## config.mk

```make
export PLATFORM = sky130hd
export DESIGN_NAME = stage_sequencer
export DESIGN_NICKNAME = d
export VERILOG_FILES = /design/src/rtl/stage_sequencer_pkg.sv /design/src/rtl/stage_sequencer.sv
export SDC_FILE = /design/constraint.sdc
export NUM_CORES = 1
export LEC_CHECK = 0
export CAP_MARGIN = 20
export CORE_ASPECT_RATIO = 1.5
export CORE_MARGIN = 1.5
export CORE_UTILIZATION = 52
export DETAILED_ROUTE_END_ITERATION = 10
export PLACE_DENSITY = 0.83
export SLEW_MARGIN = 10
export SYNTH_ARGS = -nofsm -noshare
export SYNTH_HDL_FRONTEND = slang
export SYNTH_SLANG_ARGS = --single-unit
```

## constraint.sdc

```tcl
create_clock -name clk -period 7.1 [get_ports clk]
set_input_delay 1.775 -clock clk [delete_from_list [all_inputs] [get_ports clk]]
set_output_delay 1.775 -clock clk [all_outputs]
set_load 0.01 [all_outputs]
```

## src/rtl/stage_sequencer_pkg.sv

```systemverilog
// Shared definitions for the multi-cycle stage sequencer:
// sequencer state encoding, default stage map and width helper.
package stage_sequencer_pkg;

    typedef enum logic [1:0] {
        ST_INIT   = 2'd0,
        ST_RUN    = 2'd1,
        ST_HALTED = 2'd2
    } seq_state_e;

    localparam int DEF_N_STAGES  = 5;
    localparam int DEF_RAM_STAGE = 3;
    localparam int DEF_REG_STAGE = 4;
    localparam int DEF_CNT_W     = 32;

    function automatic int stage_w(input int n);
        return ($clog2(n) > 1) ? $clog2(n) : 1;
    endfunction

endpackage

```

## src/rtl/stage_sequencer.sv

```systemverilog
// Multi-cycle stage sequencer: walks one instruction through
// N_STAGES pipeline-register enables, with busy, flush and halt.
module stage_sequencer
    import stage_sequencer_pkg::*;
#(
    parameter int N_STAGES  = DEF_N_STAGES,
    parameter int RAM_STAGE = DEF_RAM_STAGE,
    parameter int REG_STAGE = DEF_REG_STAGE,
    parameter int CNT_W     = DEF_CNT_W
) (
    input  logic                          clk,
    input  logic                          reset_n,
    input  logic [N_STAGES-1:0]           stage_busy,
    input  logic                          flush,
    input  logic                          halt_req,
    input  logic                          resume,
    output logic [N_STAGES-1:0]           stage_wren,
    output logic                          pc_wren,
    output logic                          ram_wren,
    output logic                          reg_wren,
    output logic                          stage_reset_n,
    output logic [stage_w(N_STAGES)-1:0]  cur_stage,
    output logic                          retire,
    output logic                          halted,
    output logic [CNT_W-1:0]              retire_cnt
);

    localparam int SW = stage_w(N_STAGES);

    seq_state_e     state_q, state_d;
    logic [SW-1:0]  stage_q, stage_d;
    logic [CNT_W-1:0] cnt_q, cnt_d;

    logic stage_valid;
    logic busy_cur;
    logic is_last;
    logic run;
    logic complete;

    // Stage index is resolved by loop so non power-of-two depths
    // never index past the busy/enable vectors.
    always_comb begin
        stage_valid = 1'b0;
        busy_cur    = 1'b0;
        for (int k = 0; k < N_STAGES; k++) begin
            if (stage_q == SW'(k)) begin
                stage_valid = 1'b1;
                busy_cur    = stage_busy[k];
            end
        end
    end

    assign is_last  = (stage_q == SW'(N_STAGES - 1));
    assign run      = (state_q == ST_RUN) && stage_valid;
    assign complete = run && !flush && !busy_cur;

    always_comb begin
        stage_wren = '0;
        for (int k = 0; k < N_STAGES; k++) begin
            stage_wren[k] = complete && (stage_q == SW'(k));
        end
    end

    assign pc_wren       = stage_wren[0];
    assign ram_wren      = stage_wren[RAM_STAGE];
    assign reg_wren      = stage_wren[REG_STAGE];
    assign retire        = stage_wren[N_STAGES-1];
    assign stage_reset_n = (state_q != ST_INIT);
    assign halted        = (state_q == ST_HALTED);
    assign cur_stage     = run ? stage_q : '0;
    assign retire_cnt    = cnt_q;

    always_comb begin
        state_d = state_q;
        stage_d = stage_q;
        unique case (state_q)
            ST_INIT: begin
                state_d = ST_RUN;
                stage_d = '0;
            end
            ST_RUN: begin
                if (!stage_valid) begin
                    state_d = ST_INIT;
                    stage_d = '0;
                end else if (flush) begin
                    stage_d = '0;
                end else if (busy_cur) begin
                    stage_d = stage_q;
                end else if (is_last) begin
                    stage_d = '0;
                    if (halt_req) begin
                        state_d = ST_HALTED;
                    end
                end else begin
                    stage_d = stage_q + SW'(1);
                end
            end
            ST_HALTED: begin
                stage_d = '0;
                if (resume) begin
                    state_d = ST_RUN;
                end
            end
            default: begin
                state_d = ST_INIT;
                stage_d = '0;
            end
        endcase
    end

    assign cnt_d = retire ? cnt_q + CNT_W'(1) : cnt_q;

    always_ff @(posedge clk or negedge reset_n) begin
        if (!reset_n) begin
            state_q <= ST_INIT;
            stage_q <= '0;
            cnt_q   <= '0;
        end else begin
            state_q <= state_d;
            stage_q <= stage_d;
            cnt_q   <= cnt_d;
        end
    end

endmodule
```

* Yosys cells after proc, flatten, opt, wreduce, memory -nomap -nowiden *
Cells that the tools add are included.

word-level totals
  register bits after elaboration = 37

operators by class
  reductions and logical operators = 14
  eq/ne operators = 12
  add/sub/neg operators = 2
  mux-type cells = 23

operators with widths
  operator                                        count
  adder 32 x 1 -> 32 bit (second input constant)  1
  2-to-1 mux 3 bit                                6
  2-to-1 mux 2 bit                                6
  != test 3 bit (second input constant)           4
  2-to-1 mux 1 bit                                10
  logical AND 1 bit                               8
  == test 3 x 2 -> 1 bit (second input constant)  2
  one-hot mux 2 bit (3 select lines)              1
  AND reduction 5 bit                             1
  != test 4 bit (second input constant)           1
  adder 3 x 1 -> 3 bit (second input constant)    1
  == test 3 x 1 -> 1 bit (second input constant)  1
  == test 3 bit (second input constant)           1
  logical NOT 3 bit                               1
  == test 2 x 1 -> 1 bit (second input constant)  1
  == test 2 bit (second input constant)           1
  logical NOT 1 bit                               2
  logical NOT 2 bit                               1
  != test 2 bit (second input constant)           1
  nonzero test 2 bit                              1

* Longest topological paths before layout *
Gate-level depths: netlist of run 1.

  word-level depth = 10
  depth in mapped cells = 8
  depth with buffers taken out = 7

* Worst setup path after synthesis of run 1 *
No wires, ideal clock.

  path type = input port to output port
  start = input stage_busy[4]
  end = output stage_wren[3]
  required time = 5,325 ps
  buffers on the path = 1
  cell stages on the path = 4
  slack = 2,361 ps
  arrival = 2,964 ps
  path through = and3_1 -> a31o_2 -> nor4b_1 -> buf_4

between the ends
  word-level cells in the longest chain between the ends = 4

ends and longest elaborated chain
  item               RTL line               text
  from (decl)        stage_sequencer.sv:13  input logic [N_STAGES-1:0] stage_busy,
  2-to-1 mux 1 bit   stage_sequencer.sv:46  if (stage_q == SW'(k)) begin
  logical NOT 1 bit  stage_sequencer.sv:55  assign complete = run && !flush && !busy_cur;
  logical AND 1 bit  stage_sequencer.sv:55
  logical AND 1 bit  stage_sequencer.sv:60  stage_wren[k] = complete && (stage_q == SW'(k));
  to (decl)          stage_sequencer.sv:17  output logic [N_STAGES-1:0] stage_wren,

Every way passes these cells.

* Worst setup path after layout of run 1 *
  start = input stage_busy[4]
  end = output pc_wren

between the ends
  word-level cells in the longest chain between the ends = 4

ends and longest elaborated chain
  item               RTL line               text
  2-to-1 mux 1 bit   stage_sequencer.sv:46
  logical NOT 1 bit  stage_sequencer.sv:55
  logical AND 1 bit  stage_sequencer.sv:55
  logical AND 1 bit  stage_sequencer.sv:60
  to (decl)          stage_sequencer.sv:18  output logic pc_wren,

Every way passes these cells.

==> impl_metrics.yaml, run 1 <==
worst_setup_path:
  slowest_delay_ns: 0.53
  crit_slowest_cell: "clkdlybuf4s50_1"
  worstPathRequired_ns: 5.33
  path_delay_family: "buffers and inverters"
  crit_buf_inv: 2
  setup.worst_path.class: "in -> out"
  crit_path_frequent_cell: "clkdlybuf4s50_1"
  arrival_ns: 3.72
  path_max_fanout: 5
  cp-start-kind: "input pin"
  crit_path_cell_trace: "clkdlybuf4s50_1, and3_1, a31o_2, nor4_1, and2_1, clkdlybuf4s50_1"
  cp-end-kind: "primary output"
final_layout:
  synthToLayoutAreaGrowth_pct: 33.4
  fill_cells: 291
  drive_above_1_share_pct: 9.35
  fin_cells: 289
  layout.nets: 261
  diodes: 0
  final_util_pct: 73.0
place:
  dp.cells: 281
  routabilityCongestion: 0.800
  io_buffers: 55
  hpwlAfterDp_microns: 3100
clocking:
  post_cts_resized: 0
  clk_pin_slew_ns: 0.08
  cts.sinks: 37
  cts_tree: "yes"
  hold_buffers: 0
  cts_buffers: 5
  h-tree-depth: 2
  clk_latency_ns: 0.29
  clock_path_buffers: 2
  clockRootBuffer: "clkbuf_8"
  postCtsSetupBuffers: 0
global_routing:
  antenna_found_initial: 0
  overflow: 0
  grt_usage_pct: 23.2
  grt_max_degree: 38
  grt_first_pass_wirelength_microns: 7460
  grt_pass1_vias: 1656
timing:
  finalSetupViolCount: 0
  tightestPinTransition_ns: 0.872
  min_period_over_period_pct: 77.4
  final_hold_viol_count: 0
  finalMaxSlewViolations: 0
  min_period_ns: 5.49
  whs_ns: 0.475
  slew_headroom_pct: 41.5
  rsz0062_at_grt: "false"
  setup_tns_ns: 0
  finClkSkew_ns: 0.00495
  fmax_mhz: 182
yosys:
  synth_top_area_share_pct: 45.5
  ys_types: 42
  ys_ff_latch: 37
  yosysMostFrequentCell: "dfrtp_1"
  syn_avg_cell_area_sq_um: 10.7
  syn_inst: 190
  synth-edff-count: 0
  synth-xor-area-share_pct: 13.4
  syn_nets: 206
  synthArstFlopShare_pct: 100
  synth_area_leaders: "dfrtp_1 (46%), xnor2_1 (12%), nand4_1 (4.6%)"
  syn-cell-area_sq_mm: 0.00203
  synthTopCellsByCount: "dfrtp_1 (37), xnor2_1 (27), nand4_1 (15)"
  ys.flop_type: "dfrtp_1"
  synth_warnings: 0
  ys_seq_area_share_pct: 45.5
  synth_compound_area_share_pct: 5.85
  synth_top_family_by_area: "simple AND/OR/NAND/NOR gates"
  synth_mux_area_share_pct: 0
  synth_largest_area_cell: "dfrtp_1"
  synthAdderAreaFrac_pct: 3.69
  synth-simple-area-share_pct: 27.0
worst_hold_path:
  hp-class: "reg -> reg"
routing:
  viasPerCell: 5.72
  post_drt_wl_per_cell_microns: 14.9
  ant_nets: 0
  drtIter0Drc: 44
  vias: 1654
  drtPass1Iterations: 4
  drcViolationCount: 0
  drt_wl_total_microns: 4320
die:
  coreArea_sq_mm: 0.00372
  start_util_pct: 54.7
  rows: 27
  ios: 56
  die_h_microns: 79.6
  die_w_microns: 54.1
  dieArea_sq_mm: 0.00430
power_and_ir_drop:
  power.density_mw_per_mm2: 217
  p_comb_share_pct: 24.7
  power_mw: 0.587
  p_sw_share_pct: 27.3
  vdd_ir_drop_max_mv: 0.249
  p_seq_share_pct: 38.7
  p_clk_share_pct: 36.7
  power.leakage_nw: 1.13
  p_switching_mw: 0.160
  p_int_mw: 0.427
job:
  cap_viol_max_count: 0
status:
  status: "complete, no violations"
worst paths after layout:
| kind | from | to | slack (ns) | cells past startpoint |
|---|---|---|---|---|
| min in group asynchronous | reset_n | retire_cnt[14] | 1.90 | 2 |
| min | retire_cnt[31] | retire_cnt[31] | 0.47 | 1 |
| max in group asynchronous | reset_n | state_q[0] | 4.86 | 2 |
| max | stage_busy[4] | pc_wren | 1.61 | 6 |
| min reg2reg | retire_cnt[31] | retire_cnt[31] | 0.47 | 1 |
| max reg2reg | stage_q[0] | retire_cnt[24] | 4.73 | 6 |
worst register-to-register path, cell delays in order (launching register included):
cell       delay (ns)
dfrtp_1          0.42
inv_1            0.14
ha_1             0.31
nand4bb_2        0.21
nor3_2           0.77
nand4_1          0.22
xnor2_1          0.18
state kept, by name, indices dropped and copies added (netlist names):
signal and flops:
retire_cnt 32, stage_q 3, state_q 2
power groups by stage:
stage / Combinational (mW) / Clock [mW] / Sequential [mW]
finish: 0.145 / 0.215 / 0.227
global route: 0.161 / 0.226 / 0.228
CTS: 0.146 / 0.217 / 0.227
detailed placement: 0.144 / 0 / 0.231
global placement: 0.143 / 0 / 0.231
floorplan: 0.0933 / 0 / 0.229
stage by stage:
stage                     worst slack [ns]  cell area, sq um
after global routing                  1.51              2710
final                                 1.61              2710
after global placement                1.65              2580
after detailed placement              1.61              2580
after CTS                             1.60              2710
after floorplan                       2.36              2030
cell usage in the layout, fill, tap and decap left out, types with 2 or more instances in the layout:
cell	count
a21oi_1	4
inv_1	7
nand2_1	14
and2_1	6
nand3_1	13
nor2_1	6
nor4_1	3
clkdlybuf4s50_1	55
dfrtp_1	37
or2_2	2
nor3_1	4
nand4b_1	2
xnor2_1	27
nor2b_1	3
ha_1	6
xor2_1	4
o21ai_0	3
bufinv_16	2
nand4_1	15
and3_1	4
clkbuf_8	5
cells by family (layout without fill, tap and decap cells):
| kind of cell | after synthesis | after routing |
|---|---|---|
| flip-flops | 37 | 37 |
| XOR/XNOR | 31 | 31 |
| buffers and inverters | 15 | 71 |
| AO/OA/AOI/OAI | 16 | 16 |
| AND/OR/NAND/NOR | 85 | 85 |
| adder cells (fa/ha/maj) | 6 | 6 |
layer usage:
layer	global-route usage [%]	up-vias	wire length (microns)
met5	0	-	0
met4	9.00	0	97
met3	5.06	12	217
met2	39.5	61	2290
met1	27.6	801	1710
li1	-	780	-
layout make-up:
type                            count  area, sq um  area share (%)
Clock buffer                        5         68.8            2.54
Clock inverter                      3         65.1            2.40
Inverter                            7         26.3           0.969
Multi-Input combinational cell    138         1010            37.4
Sequential cell                    37          926            34.1
Tap cell                           43         53.8            1.98
Timing Repair Buffer               56          558            20.6
Note: power is estimated with default switching activity, not from simulation.
==> run 2, diff against run 1 <==
--- a/config.mk
+++ b/config.mk
@@ -8,9 +8,9 @@
 export CAP_MARGIN = 20
 export CORE_ASPECT_RATIO = 1.5
 export CORE_MARGIN = 1.5
-export CORE_UTILIZATION = 52
+export CORE_UTILIZATION = 43
 export DETAILED_ROUTE_END_ITERATION = 10
-export PLACE_DENSITY = 0.83
+export PLACE_DENSITY = 0.73
 export SLEW_MARGIN = 10
 export SYNTH_ARGS = -nofsm -noshare
 export SYNTH_HDL_FRONTEND = slang
==> constraint.sdc (replaced) <==
create_clock -name clk -period 4.9 [get_ports clk]
set_input_delay 1.225 -clock clk [delete_from_list [all_inputs] [get_ports clk]]
set_output_delay 1.225 -clock clk [all_outputs]
set_load 0.01 [all_outputs]
==> impl_metrics.yaml, run 2 (synthesized netlist as in run 1, its figures left out) <==
final_layout:
  final_common_cell: "clkdlybuf4s50_1"
  drive_above_1_share_pct: 8.57
  synthToLayoutAreaGrowth_pct: 32.3
  layout.nets: 261
  diodes: 0
  layout_common_cells: "clkdlybuf4s50_1 (55), dfrtp_1 (37), xnor2_1 (27)"
  final_util_pct: 59.2
  largest_reg_flops: 32
routing:
  drtIter0Drc: 55
  drtPass1Iterations: 4
  vias: 1622
  drcViolationCount: 0
  drt_wl_total_microns: 4230
  post_drt_wl_per_cell_microns: 13.7
  viasPerCell: 5.25
  ant_nets: 0
worst_setup_path:
  cp-start-kind: "input pin"
  setup.worst_path.class: "in -> out"
  path_max_fanout: 5
  r2r_slack_ns: 2.51
  reg2reg_depth: 6
  crit_path_frequent_cell: "clkdlybuf4s50_1"
  slowest_delay_ns: 0.53
  arrival_ns: 3.17
  crit_buf_inv: 2
  crit_slowest_cell: "clkdlybuf4s50_1"
  r2r-end: "retire_cnt[28]"
  cp-end-kind: "primary output"
  rr_startpoint: "stage_q[0]"
  crit_path_cell_trace: "clkdlybuf4s50_1, and3_1, a31o_2, nor4_1, and2_1, clkdlybuf4s50_1"
  worstPathRequired_ns: 3.67
  path_delay_family: "buffers and inverters"
power_and_ir_drop:
  power.leakage_nw: 1.11
  power.density_mw_per_mm2: 279
  vdd_ir_drop_max_mv: 0.169
timing:
  fmax_mhz: 228
  setup_tns_ns: 0
  slew_headroom_pct: 42.5
  finClkSkew_ns: 0.00246
  min_period_ns: 4.39
  tightestPinTransition_ns: 0.858
  finalSetupViolCount: 0
  min_period_over_period_pct: 89.7
  finalMaxSlewViolations: 0
  rsz0062_at_grt: "false"
  final_hold_viol_count: 0
worst_hold_path:
  hp-class: "reg -> reg"
  min_from: "retire_cnt[31]"
  holdPathEnd: "retire_cnt[31]"
  hold_depth: 1
die:
  coreArea_sq_mm: 0.00454
  dieArea_sq_mm: 0.00516
  ios: 56
  rows: 30
  start_util_pct: 44.8
  die_w_microns: 59.1
  die_h_microns: 87.2
place:
  hpwlAfterDp_microns: 3170
  io_buffers: 55
  routabilityCongestion: 0.813
clocking:
  clk_latency_ns: 0.28
  hold_buffers: 0
  cts.sinks: 37
  postCtsSetupBuffers: 0
  clk_pin_slew_ns: 0.07
  h-tree-depth: 2
  cts_tree: "yes"
  clockRootBuffer: "clkbuf_8"
  post_cts_resized: 0
  cts_buffers: 5
  clock_path_buffers: 2
job:
  cap_viol_max_count: 0
status:
  status: "complete, no violations"
global_routing:
  overflow: 0
  grt_pass1_vias: 1584
  grt_first_pass_wirelength_microns: 7020
  grt_max_degree: 38
  grt_usage_pct: 17.6
  antenna_found_initial: 0
## run 2: per-stage QoR
step	cells	instance area [sq um]	hold slack (ns)	worst slack [ns]	power (mW)
2_1_floorplan	190	2030	0.507	1.26	0.467
3_3_place_gp	302	2600	0.462	0.544	0.541
3_5_place_dp	302	2600	0.463	0.506	0.543
4_1_cts	309	2690	0.475	0.499	0.755
5_1_grt	309	2690	0.512	0.345	0.788
6_report	309	2690	0.469	0.505	0.750
## run 2: how the worst max path moves through the flow
stage | slack, ns | start | endpoint | cells past startpoint
2_1_floorplan | 1.26 | stage_busy[4] | stage_wren[3] | 4
3_3_place_gp | 0.54 | stage_busy[4] | pc_wren | 6
3_5_place_dp | 0.51 | stage_busy[4] | pc_wren | 6
4_1_cts | 0.50 | stage_busy[4] | pc_wren | 6
5_1_grt | 0.35 | stage_busy[4] | pc_wren | 6
6_report | 0.51 | stage_busy[4] | pc_wren | 6
## run 2: final cells by class
class	count	area, sq um
Multi-Input combinational cell	138	1010
Fill cell	422	1850
Sequential cell	37	926
Clock buffer	7	86.3
Inverter	7	26.3
Timing Repair Buffer	56	558
Tap cell	64	80.1
## run 2: power breakdown
| part | internal, mW | switching [mW] | leakage, nW |
|---|---|---|---|
| clock | 0.112 | 0.102 | 0.0443 |
| combinational | 0.101 | 0.106 | 0.554 |
| sequential | 0.316 | 0.0131 | 0.512 |
## run 2: routing by layer
metal	GRT usage (%)	vias to the layer above	share of wire [%]
met1	20.3	771	42
li1	-	782	-
met5	0	-	0
met4	9.30	0	3.0
met2	30.1	56	51
met3	3.27	13	3.7
